### src/rtl/lb_pkg.sv
// Shared types and constants for the Local Bus initiator and its responders.
package lb_pkg;

  typedef enum logic [1:0] {
    IDLE  = 2'd0,
    WRITE = 2'd1,
    READ  = 2'd2,
    RESP  = 2'd3
  } lb_state_e;

  // Same pattern the register-map responder returns for unmapped reads.
  localparam logic [31:0] ERR_DATA = 32'hdead_beef;

endpackage

### src/rtl/lb_if.sv
// Command/response stream plus Local Bus channels between a host front end, lb_master and a responder.
interface lb_if #(
  parameter int ADDR_W = 12,
  parameter int DATA_W = 32,
  parameter int STRB_W = DATA_W / 8
);
  logic              cmd_valid;
  logic              cmd_ready;
  logic              cmd_write;
  logic [ADDR_W-1:0] cmd_addr;
  logic [DATA_W-1:0] cmd_wdata;
  logic [STRB_W-1:0] cmd_wstrb;
  logic              rsp_valid;
  logic              rsp_ready;
  logic [DATA_W-1:0] rsp_rdata;
  logic              rsp_err;
  logic [ADDR_W-1:0] lb_waddr;
  logic [DATA_W-1:0] lb_wdata;
  logic [STRB_W-1:0] lb_wstrb;
  logic              lb_wen;
  logic              lb_wready;
  logic [ADDR_W-1:0] lb_raddr;
  logic              lb_ren;
  logic [DATA_W-1:0] lb_rdata;
  logic              lb_rvalid;

  modport master (
    input  cmd_valid, cmd_write, cmd_addr, cmd_wdata, cmd_wstrb, rsp_ready,
    input  lb_wready, lb_rdata, lb_rvalid,
    output cmd_ready, rsp_valid, rsp_rdata, rsp_err,
    output lb_waddr, lb_wdata, lb_wstrb, lb_wen, lb_raddr, lb_ren
  );

  modport slave (
    input  lb_waddr, lb_wdata, lb_wstrb, lb_wen, lb_raddr, lb_ren,
    output lb_wready, lb_rdata, lb_rvalid
  );
endinterface

### src/rtl/lb_timeout_cnt.sv
// Saturating strobe-age counter; expired is high in the TIMEOUT-th enabled cycle after clear.
module lb_timeout_cnt #(
  parameter int TIMEOUT = 255
) (
  input  logic clk,
  input  logic rst,
  input  logic clear,
  input  logic enable,
  output logic expired
);
  localparam int CNT_W = $clog2(TIMEOUT + 1);
  localparam logic [CNT_W-1:0] LAST = CNT_W'(TIMEOUT - 1);

  logic [CNT_W-1:0] cnt_r;

  // Count enabled cycles, holding at LAST so the counter can never wrap.
  always_ff @(posedge clk) begin
    if (rst) begin
      cnt_r <= '0;
    end else if (clear) begin
      cnt_r <= '0;
    end else if (enable && (cnt_r != LAST)) begin
      cnt_r <= cnt_r + {{(CNT_W-1){1'b0}}, 1'b1};
    end else begin
      cnt_r <= cnt_r;
    end
  end

  assign expired = (cnt_r == LAST);

endmodule

### src/rtl/lb_master.sv
// Local Bus initiator: one command in, one single-beat LB transaction, one response out.
module lb_master
  import lb_pkg::*;
#(
  parameter int DATA_W  = 32,
  parameter int TIMEOUT = 255
) (
  input  logic clk,
  input  logic rst,
  lb_if.master bus
);
  lb_state_e state_r;
  logic      cmd_fire_s;
  logic      cnt_en_s;
  logic      expired_s;

  assign bus.cmd_ready = (state_r == IDLE) && !rst;
  assign cmd_fire_s    = bus.cmd_valid && bus.cmd_ready;
  assign cnt_en_s      = (state_r == WRITE) || (state_r == READ);

  lb_timeout_cnt #(.TIMEOUT(TIMEOUT)) u_timeout (
    .clk     (clk),
    .rst     (rst),
    .clear   (cmd_fire_s),
    .enable  (cnt_en_s),
    .expired (expired_s)
  );

  // Transaction FSM with registered bus and response outputs.
  always_ff @(posedge clk) begin
    if (rst) begin
      state_r       <= IDLE;
      bus.lb_wen    <= 1'b0;
      bus.lb_ren    <= 1'b0;
      bus.lb_waddr  <= '0;
      bus.lb_raddr  <= '0;
      bus.lb_wdata  <= '0;
      bus.lb_wstrb  <= '0;
      bus.rsp_valid <= 1'b0;
      bus.rsp_err   <= 1'b0;
      bus.rsp_rdata <= '0;
    end else begin
      case (state_r)
        IDLE: begin
          if (cmd_fire_s && bus.cmd_write) begin
            bus.lb_waddr <= bus.cmd_addr;
            bus.lb_wdata <= bus.cmd_wdata;
            bus.lb_wstrb <= bus.cmd_wstrb;
            bus.lb_wen   <= 1'b1;
            state_r      <= WRITE;
          end else if (cmd_fire_s) begin
            bus.lb_raddr <= bus.cmd_addr;
            bus.lb_ren   <= 1'b1;
            state_r      <= READ;
          end
        end
        // A handshake in the expiry cycle is checked first, so it completes normally.
        WRITE: begin
          if (bus.lb_wready) begin
            bus.lb_wen    <= 1'b0;
            bus.rsp_err   <= 1'b0;
            bus.rsp_rdata <= '0;
            bus.rsp_valid <= 1'b1;
            state_r       <= RESP;
          end else if (expired_s) begin
            bus.lb_wen    <= 1'b0;
            bus.rsp_err   <= 1'b1;
            bus.rsp_rdata <= DATA_W'(ERR_DATA);
            bus.rsp_valid <= 1'b1;
            state_r       <= RESP;
          end
        end
        READ: begin
          if (bus.lb_rvalid) begin
            bus.lb_ren    <= 1'b0;
            bus.rsp_err   <= 1'b0;
            bus.rsp_rdata <= bus.lb_rdata;
            bus.rsp_valid <= 1'b1;
            state_r       <= RESP;
          end else if (expired_s) begin
            bus.lb_ren    <= 1'b0;
            bus.rsp_err   <= 1'b1;
            bus.rsp_rdata <= DATA_W'(ERR_DATA);
            bus.rsp_valid <= 1'b1;
            state_r       <= RESP;
          end
        end
        RESP: begin
          if (bus.rsp_ready) begin
            bus.rsp_valid <= 1'b0;
            state_r       <= IDLE;
          end
        end
        default: begin
          bus.lb_wen    <= 1'b0;
          bus.lb_ren    <= 1'b0;
          bus.rsp_valid <= 1'b0;
          state_r       <= IDLE;
        end
      endcase
    end
  end

endmodule

### src/flat_wrapper.sv
// flat-port wrapper written by rule: the top's interface ports become plain ports
module lb_master_flat import lb_pkg::*;
#(
  parameter int DATA_W  = 32,
  parameter int TIMEOUT = 255
)
  (clk, rst, bus_cmd_valid, bus_cmd_write, bus_cmd_addr, bus_cmd_wdata, bus_cmd_wstrb, bus_rsp_ready, bus_lb_wready, bus_lb_rdata, bus_lb_rvalid, bus_cmd_ready, bus_rsp_valid, bus_rsp_rdata, bus_rsp_err, bus_lb_waddr, bus_lb_wdata, bus_lb_wstrb, bus_lb_wen, bus_lb_raddr, bus_lb_ren);
  lb_if #(.ADDR_W(12), .DATA_W(DATA_W)) bus_i ();
  input  logic clk;
  input  logic rst;
  input wire logic [$bits(bus_i.cmd_valid)-1:0] bus_cmd_valid;
  input wire logic [$bits(bus_i.cmd_write)-1:0] bus_cmd_write;
  input wire logic [$bits(bus_i.cmd_addr)-1:0] bus_cmd_addr;
  input wire logic [$bits(bus_i.cmd_wdata)-1:0] bus_cmd_wdata;
  input wire logic [$bits(bus_i.cmd_wstrb)-1:0] bus_cmd_wstrb;
  input wire logic [$bits(bus_i.rsp_ready)-1:0] bus_rsp_ready;
  input wire logic [$bits(bus_i.lb_wready)-1:0] bus_lb_wready;
  input wire logic [$bits(bus_i.lb_rdata)-1:0] bus_lb_rdata;
  input wire logic [$bits(bus_i.lb_rvalid)-1:0] bus_lb_rvalid;
  output wire logic [$bits(bus_i.cmd_ready)-1:0] bus_cmd_ready;
  output wire logic [$bits(bus_i.rsp_valid)-1:0] bus_rsp_valid;
  output wire logic [$bits(bus_i.rsp_rdata)-1:0] bus_rsp_rdata;
  output wire logic [$bits(bus_i.rsp_err)-1:0] bus_rsp_err;
  output wire logic [$bits(bus_i.lb_waddr)-1:0] bus_lb_waddr;
  output wire logic [$bits(bus_i.lb_wdata)-1:0] bus_lb_wdata;
  output wire logic [$bits(bus_i.lb_wstrb)-1:0] bus_lb_wstrb;
  output wire logic [$bits(bus_i.lb_wen)-1:0] bus_lb_wen;
  output wire logic [$bits(bus_i.lb_raddr)-1:0] bus_lb_raddr;
  output wire logic [$bits(bus_i.lb_ren)-1:0] bus_lb_ren;
  assign bus_i.cmd_valid = bus_cmd_valid;
  assign bus_i.cmd_write = bus_cmd_write;
  assign bus_i.cmd_addr = bus_cmd_addr;
  assign bus_i.cmd_wdata = bus_cmd_wdata;
  assign bus_i.cmd_wstrb = bus_cmd_wstrb;
  assign bus_i.rsp_ready = bus_rsp_ready;
  assign bus_i.lb_wready = bus_lb_wready;
  assign bus_i.lb_rdata = bus_lb_rdata;
  assign bus_i.lb_rvalid = bus_lb_rvalid;
  assign bus_cmd_ready = bus_i.cmd_ready;
  assign bus_rsp_valid = bus_i.rsp_valid;
  assign bus_rsp_rdata = bus_i.rsp_rdata;
  assign bus_rsp_err = bus_i.rsp_err;
  assign bus_lb_waddr = bus_i.lb_waddr;
  assign bus_lb_wdata = bus_i.lb_wdata;
  assign bus_lb_wstrb = bus_i.lb_wstrb;
  assign bus_lb_wen = bus_i.lb_wen;
  assign bus_lb_raddr = bus_i.lb_raddr;
  assign bus_lb_ren = bus_i.lb_ren;
  lb_master #(.DATA_W(DATA_W), .TIMEOUT(TIMEOUT)) u_core (.clk(clk), .rst(rst), .bus(bus_i));
endmodule
### config.mk
export PLATFORM = sky130hd
export DESIGN_NAME = lb_master_flat
export DESIGN_NICKNAME = d
export VERILOG_FILES = /design/src/rtl/lb_pkg.sv /design/src/rtl/lb_if.sv /design/src/rtl/lb_timeout_cnt.sv /design/src/rtl/lb_master.sv /design/src/flat_wrapper.sv
export SDC_FILE = /design/constraint.sdc
export NUM_CORES = 1
export LEC_CHECK = 0
export ABC_CLOCK_PERIOD_IN_PS = 2170
export CELL_PAD_IN_SITES_DETAIL_PLACEMENT = 0
export CELL_PAD_IN_SITES_GLOBAL_PLACEMENT = 1
export CORE_MARGIN = 5
export CORE_UTILIZATION = 30
export DETAILED_ROUTE_END_ITERATION = 8
export PLACE_DENSITY = 0.89
export RECOVER_POWER = 100
export SETUP_SLACK_MARGIN = 0.15
export SLEW_MARGIN = 20
export SYNTH_ARGS = -nofsm -noshare
export SYNTH_HDL_FRONTEND = slang
export SYNTH_SLANG_ARGS = --single-unit
### constraint.sdc
create_clock -name clk -period 2.17 [get_ports clk]
set_clock_uncertainty 0.2 [all_clocks]
set_input_delay 0.434 -clock clk [delete_from_list [all_inputs] [get_ports clk]]
set_output_delay 0.434 -clock clk [all_outputs]
set_load 0.005 [all_outputs]
## Word-level counts from Yosys, hierarchy flattened

Index checks and enable logic that the tools add are counted.

| operators by class | value |
|---|---|
| shifts and indexed selects | 0 |
| bitwise gates (word level) | 1 |
| add/subtract/negate cells | 1 |
| reduce and logical (&&, ||, !) cells | 18 |
| div/mod/pow operators | 0 |
| magnitude comparators | 0 |
| multiplexer cells | 28 |
| equality and inequality tests | 12 |
| multipliers | 0 |

Operators by type and width:

| operator | number |
|---|---|
| 2-to-1 mux 32 bit | 3 |
| case mux 32 bit (2 select lines) | 1 |
| 2-to-1 mux 1 bit | 13 |
| 2-to-1 mux 2 bit | 6 |
| inequality test 3 x 2 -> 1 bit, second input constant | 3 |
| adder 8 x 1 -> 8 bit, second input constant | 1 |
| == test 8 bit, second input constant | 1 |
| inequality test 8 bit, second input constant | 1 |
| case mux 2 bit (4 select lines) | 1 |
| inequality test 2 bit, second input constant | 3 |
| case mux 1 bit (2 select lines) | 3 |
| AND reduction 2 bit | 3 |
| AND reduction 3 bit | 2 |
| nonzero test 2 bit | 3 |
| == test 2 bit, second input constant | 2 |
| logical AND 1 bit | 4 |
| AND reduction 4 bit | 1 |
| case mux 1 bit (3 select lines) | 1 |
| nonzero test 3 bit | 1 |
| == test 2 x 1 -> 1 bit, second input constant | 1 |
| logical NOT 2 bit | 1 |
| inequality test 2 x 1 -> 1 bit, second input constant | 1 |
| OR reduction 2 bit | 1 |
| logical NOT 1 bit | 1 |
| 2 further kinds | 2 |

| storage, ports and cells | value |
|---|---|
| bits of input ports | 87 |
| register bits | 106 |
| RAM bits | 0 |
| word-level logic and storage cells | 71 |
| ROM bits | 0 |
| bits in latches | 0 |
| memories kept | 0 |

## Logic depth before layout (Yosys ltp)

| logic depth | value |
|---|---|
| word-level depth | 6 |
| depth in mapped cells | 9 |
| gate-level depth less buffers | 6 |

## Cells and area by module

From an unflattened synthesis, not the netlist that was laid out.

| unflattened totals | value |
|---|---|
| cell total of the unflattened synthesis | 482 |
| area, all modules | 4113.9 sq um |

Modules (own cells, without submodules):

| module | area each (sq um) | sequential area each (sq um) | instances | cells an instance |
|---|---|---|---|---|
| lb_master | 3682.3 | 1961.9 | 1 | 432 |
| lb_timeout_cnt | 431.7 | 160.2 | 1 | 50 |

## Worst setup path before layout

OpenSTA, ideal clock, no wires.

| timing path | value |
|---|---|
| path type | reg-to-reg |
| from | register u_core.state_r[0] |
| to | register u_core.bus.rsp_rdata[14] |
| setup slack | 233 ps |
| data required time | 1911 ps |
| period minus slack after synthesis | 1937 ps |
| cell stages (with the launch flop) | 8 |
| arrival | 1678 ps |
| library setup time | 59 ps |
| path through | dfxtp_1 -> inv_1 -> ha_1 -> buf_2 -> mux2_1 -> o21bai_1 -> a21oi_2 -> a22o_1 |

| between the ends | value |
|---|---|
| word-level cells in the longest chain between the ends | 2 |
| elaborated cells on any way between the ends | 4 |
| those cells by class | 2 x eq/ne; 1 x mux; 1 x reduce/logical |

Ends and longest elaborated chain:

| item | RTL line | text |
|---|---|---|
| start: declaration | lb_master.sv:12 | `lb_state_e state_r;` |
| start signal: assignment | lb_master.sv:32 | `state_r <= IDLE;` |
| start signal: assignment | lb_master.sv:50 | `state_r <= WRITE;` |
| start signal: assignment | lb_master.sv:54 | `state_r <= READ;` |
| == test 2 bit or == test 2 x 1 -> 1 bit (tied branches) | lb_master.sv:43 | `case (state_r)` |
| case mux 32 bit (2 select lines) or nonzero test 2 bit (tied branches) | - |  |
| end signal: assignment | lb_master.sv:68 | `bus.rsp_rdata <= DATA_W'(ERR_DATA);` |
| end signal: assignment | lb_master.sv:77 | `bus.rsp_rdata <= bus.lb_rdata;` |
| end signal: assignment | lb_master.sv:83 | `bus.rsp_rdata <= DATA_W'(ERR_DATA);` |
| end: declaration | lb_if.sv:30 | `output cmd_ready, rsp_valid, rsp_rdata, rsp_err,` |

Parallel ways exist; a longest one is shown, timed or not.
A chain may end at the register's enable or synchronous reset.

## Worst setup path after layout

| timing path | value |
|---|---|
| from | register u_core.state_r[0] |
| to | output bus_cmd_ready |

| between the ends | value |
|---|---|
| word-level cells in the longest chain between the ends | 2 |

Ends and longest elaborated chain:

| item | RTL line | text |
|---|---|---|
| logical NOT 2 bit | lb_master.sv:17 | `assign bus.cmd_ready = (state_r == IDLE) && !rst;` |
| logical AND 1 bit | lb_master.sv:17 |  |
| end: declaration | flat_wrapper.sv:20 | `output wire logic [$bits(bus_i.cmd_ready)-1:0] bus_cmd_ready;` |

Every way passes these cells.

==> flow_metrics.py <==
metrics = {
    "status": {
        "outcome": "completed",
    },
    "clock_network": {
        "cts_tree": "done",
        "clkLatencyLatePin_ns": 0.35,
        "path_clk_slew_ns": 0.07,
        "cts_made_buffers": 9,
        "ctsRootBufferMaster": "clkbuf_16",
        "clkSinkCount": 106,
        "cts-htree-levels": 3,
        "clockBufferDepth": 2,
    },
    "finish": {
        "fin_nets": 773,
        "area_growth_pct": 56.7,
        "diodes": 0,
        "drive_above_1_share_pct": 7.02,
    },
    "grt": {
        "grt_max_degree": 33,
        "grt_pass1_wl_mm": 20.7,
        "grt.total_usage_pct": 15.4,
        "grt-ovfl-total": 0,
        "grt_antenna_before_repair": 0,
        "grt_pass1_vias": 4249,
    },
    "yosys": {
        "synth_most_common_cell": "nand2_1",
        "async_flop_share_pct": 0,
        "syn_nets": 591,
        "yosys_warnings": 0,
        "synth_edf_count": 0,
        "synth_area_um2": 4270,
        "synth_flop_cell": "dfxtp_1",
        "synth_cell_types": 48,
        "yosys.area.top_type_share_pct": 49.6,
        "netlist_top_cells_area": "dfxtp_1 (50%), nand2_1 (14%), a21oi_1 (8.1%)",
        "avgSynthCellArea_um2": 8.60,
        "syn_inst": 497,
        "ys_top_cells_by_count": "nand2_1 (156), dfxtp_1 (106), a21oi_1 (69)",
        "ys_ff_latch": 106,
        "seq_area_frac_synth_pct": 49.6,
        "synth_area_leader_cell": "dfxtp_1",
    },
    "power_and_ir_drop": {
        "p_leak_nw": 2.72,
        "power_density_nw_per_um2": 775,
        "power_mw": 5.19,
        "vdd_ir_drop_max_uv": 461,
    },
    "drt": {
        "routed_wl_mm": 13.0,
        "firstDrtPassIters": 4,
        "final_antenna_net_count": 0,
        "via_per_inst": 4.80,
        "drt_iter0_markers": 176,
        "drc": 0,
        "num_vias": 4148,
        "routedWlPerCell_um": 15.1,
    },
    "setup_path": {
        "slowest_delay_ns": 0.42,
        "crit_family": "flip-flops",
        "r2r_end": "u_core.bus.rsp_rdata[30]$_SDFFE_PP0P_",
        "worst-path-max-fanout": 4,
        "crit_path_end_kind": "primary output",
        "worstPathCellList": "inv_4 -> ha_4 -> nor2b_4 -> dlygate4sd2_1",
        "rr_worst_depth": 7,
        "path_class": "reg2out",
        "arrival_ns": 1.40,
        "worstPathRequired_ns": 1.54,
        "crit_path_start_kind": "flop",
        "cpMaxStageDelayCell": "dfxtp_1",
        "crit_buf_inv": 2,
        "reg2reg_slack_ns": 0.23,
        "r2r-start": "u_core.u_timeout.cnt_r[0]$_SDFFE_PP0P_",
    },
    "floorplanning": {
        "fp.dieW_um": 129,
        "ios": 184,
        "initial_core_util_pct": 30.7,
        "fp.dieH_um": 129,
        "dieArea_um2": 16700,
        "row_count": 43,
        "core_area_um2": 13900,
    },
    "min_path": {
        "min_path_type": "reg2reg",
        "holdPathEnd": "u_core.bus.lb_wdata[14]$_SDFFE_PP0P_",
        "min_path_cells": 2,
        "hp-start": "u_core.bus.lb_wdata[14]$_SDFFE_PP0P_",
    },
    "place": {
        "place.gp.congestion": 0.909,
        "dpl.hpwl_mm": 9.81,
        "io_buffers": 183,
    },
    "timing": {
        "clock.fmax_ghz": 0.493,
        "tightest_slew_ns": 0.338,
        "slew_headroom_pct": 76.9,
        "tns_ns": 0,
        "layout_min_cycle_time_ns": 2.03,
        "setup_viol": 0,
        "fin_crit_sh_pct": 93.5,
        "hold_violations": 0,
        "slew_violations": 0,
        "rsz0062_at_grt": "false",
    },
    "run": {
        "drv_cap": 0,
    },
}
==> timing repair <==
item	CTS	global route
gates resized for setup	7	8
pin swaps	0	1
setup endpoints to repair	11	17
hold buffers	0	0
gates cloned	0	0
setup buffers	0	0
endpoints found under the hold margin	0	0
==> worst reg2reg max path: stages, from the launching register on <==
cell and delay, ns:
dfxtp_1 0.39, inv_1 0.10, ha_1 0.22, nand3_1 0.15, or2_1 0.19, buf_12 0.18, a21boi_0 0.11, o2bb2a_1 0.29
==> kinds of logic (layout without fill, tap and decap cells) <==
kind of cell	Yosys count	in the layout	share of synthesized area, %
fa+ha+maj	7	7	2.05
simple gates	191	191	18.9
compound gates	147	147	23.5
flops	106	106	49.6
mux	3	3	0.732
xor+xnor	3	3	0.615
buf+inv	40	227	4.54
==> worst max-delay path by stage <==
stage,from,to,cells past startpoint
2_1_floorplan,u_core.state_r[0]$_SDFFE_PP0P_,u_core.bus.rsp_rdata[14]$_SDFFE_PP0P_,7
3_3_place_gp,bus_cmd_valid,u_core.bus.lb_raddr[10]$_SDFFE_PP0P_,5
3_5_place_dp,bus_cmd_valid,u_core.state_r[1]$_SDFFE_PP0P_,6
4_1_cts,u_core.state_r[0]$_SDFFE_PP0P_,bus_cmd_ready,4
5_1_grt,u_core.state_r[0]$_SDFFE_PP0P_,bus_cmd_ready,4
6_report,u_core.state_r[0]$_SDFFE_PP0P_,bus_cmd_ready,4
==> placed cells by master, fill, tap and decap left out, types with 2 or more instances in the layout <==
cell type,Yosys,layout
ha_4,0,2
a21oi_1,69,70
buf_12,0,6
ha_1,7,5
nor2b_1,3,2
inv_1,5,3
clkdlybuf4s50_1,0,85
o21ai_0,6,6
dlygate4sd3_1,0,96
nand3_1,4,4
clkinv_2,0,2
mux2i_1,2,2
a21o_1,2,2
nand2_1,156,156
a211oi_1,2,2
o21bai_1,2,2
clkbuf_16,0,9
or3_1,2,2
nand2b_1,3,3
a21boi_0,6,24
o2bb2a_1,23,23
dfxtp_1,106,106
clkinv_4,0,3
xor2_1,2,2
buf_4,1,14
a22o_1,8,8
nor2_1,12,12
clkbuf_1,17,2
==> flip-flops by register name (all words and copies together) (netlist names), 2 cells and up <==
name and count:
u_core.bus.rsp_rdata 32, u_core.u_timeout.cnt_r 8, u_core.bus.lb_waddr 12, u_core.bus.lb_wstrb 4
u_core.bus.lb_wdata 32, u_core.bus.lb_raddr 12, u_core.state_r 2
==> final cells by class <==
cell class / count / area, um^2
sequential: 106 / 2120
fill: 1297 / 7240
inverter: 5 / 21.3
clock inverter: 7 / 55.1
tap: 180 / 225
timing repair buffer: 206 / 2070
multi-input combinational: 351 / 1980
clock buffer: 9 / 225
==> power by group <==
group / internal [mW] / switching [mW] / leakage, nW
registers: 2.09 / 0.0887 / 0.858
clock network: 0.788 / 0.745 / 0.137
logic: 0.792 / 0.689 / 1.72
total: 3.67 / 1.52 / 2.72
==> through the flow <==
step                utilization (%)  cells  hold slack (ns)  setup WS (ns)  instance area [um^2]
floorplan                         -    497            0.238          0.233                  4270
global placement               45.9    848            0.241         0.0210                  6400
detailed placement             45.9    848            0.248        -0.0221                  6400
CTS                            48.0    864            0.259          0.155                  6690
global route                   48.1    864            0.275         0.0798                  6700
finish                         48.1    864            0.253          0.140                  6700
==> per-layer routing <==
layer | vias up | GRT usage, % | part of all wire (%)
met5 | - | 0 | 0
met3 | 21 | 6.35 | 9.5
met2 | 157 | 26.8 | 49
met1 | 1915 | 17.1 | 40
li1 | 2055 | - | -
met4 | 0 | 5.00 | 1.8
Power figures use the tool's default switching activity.
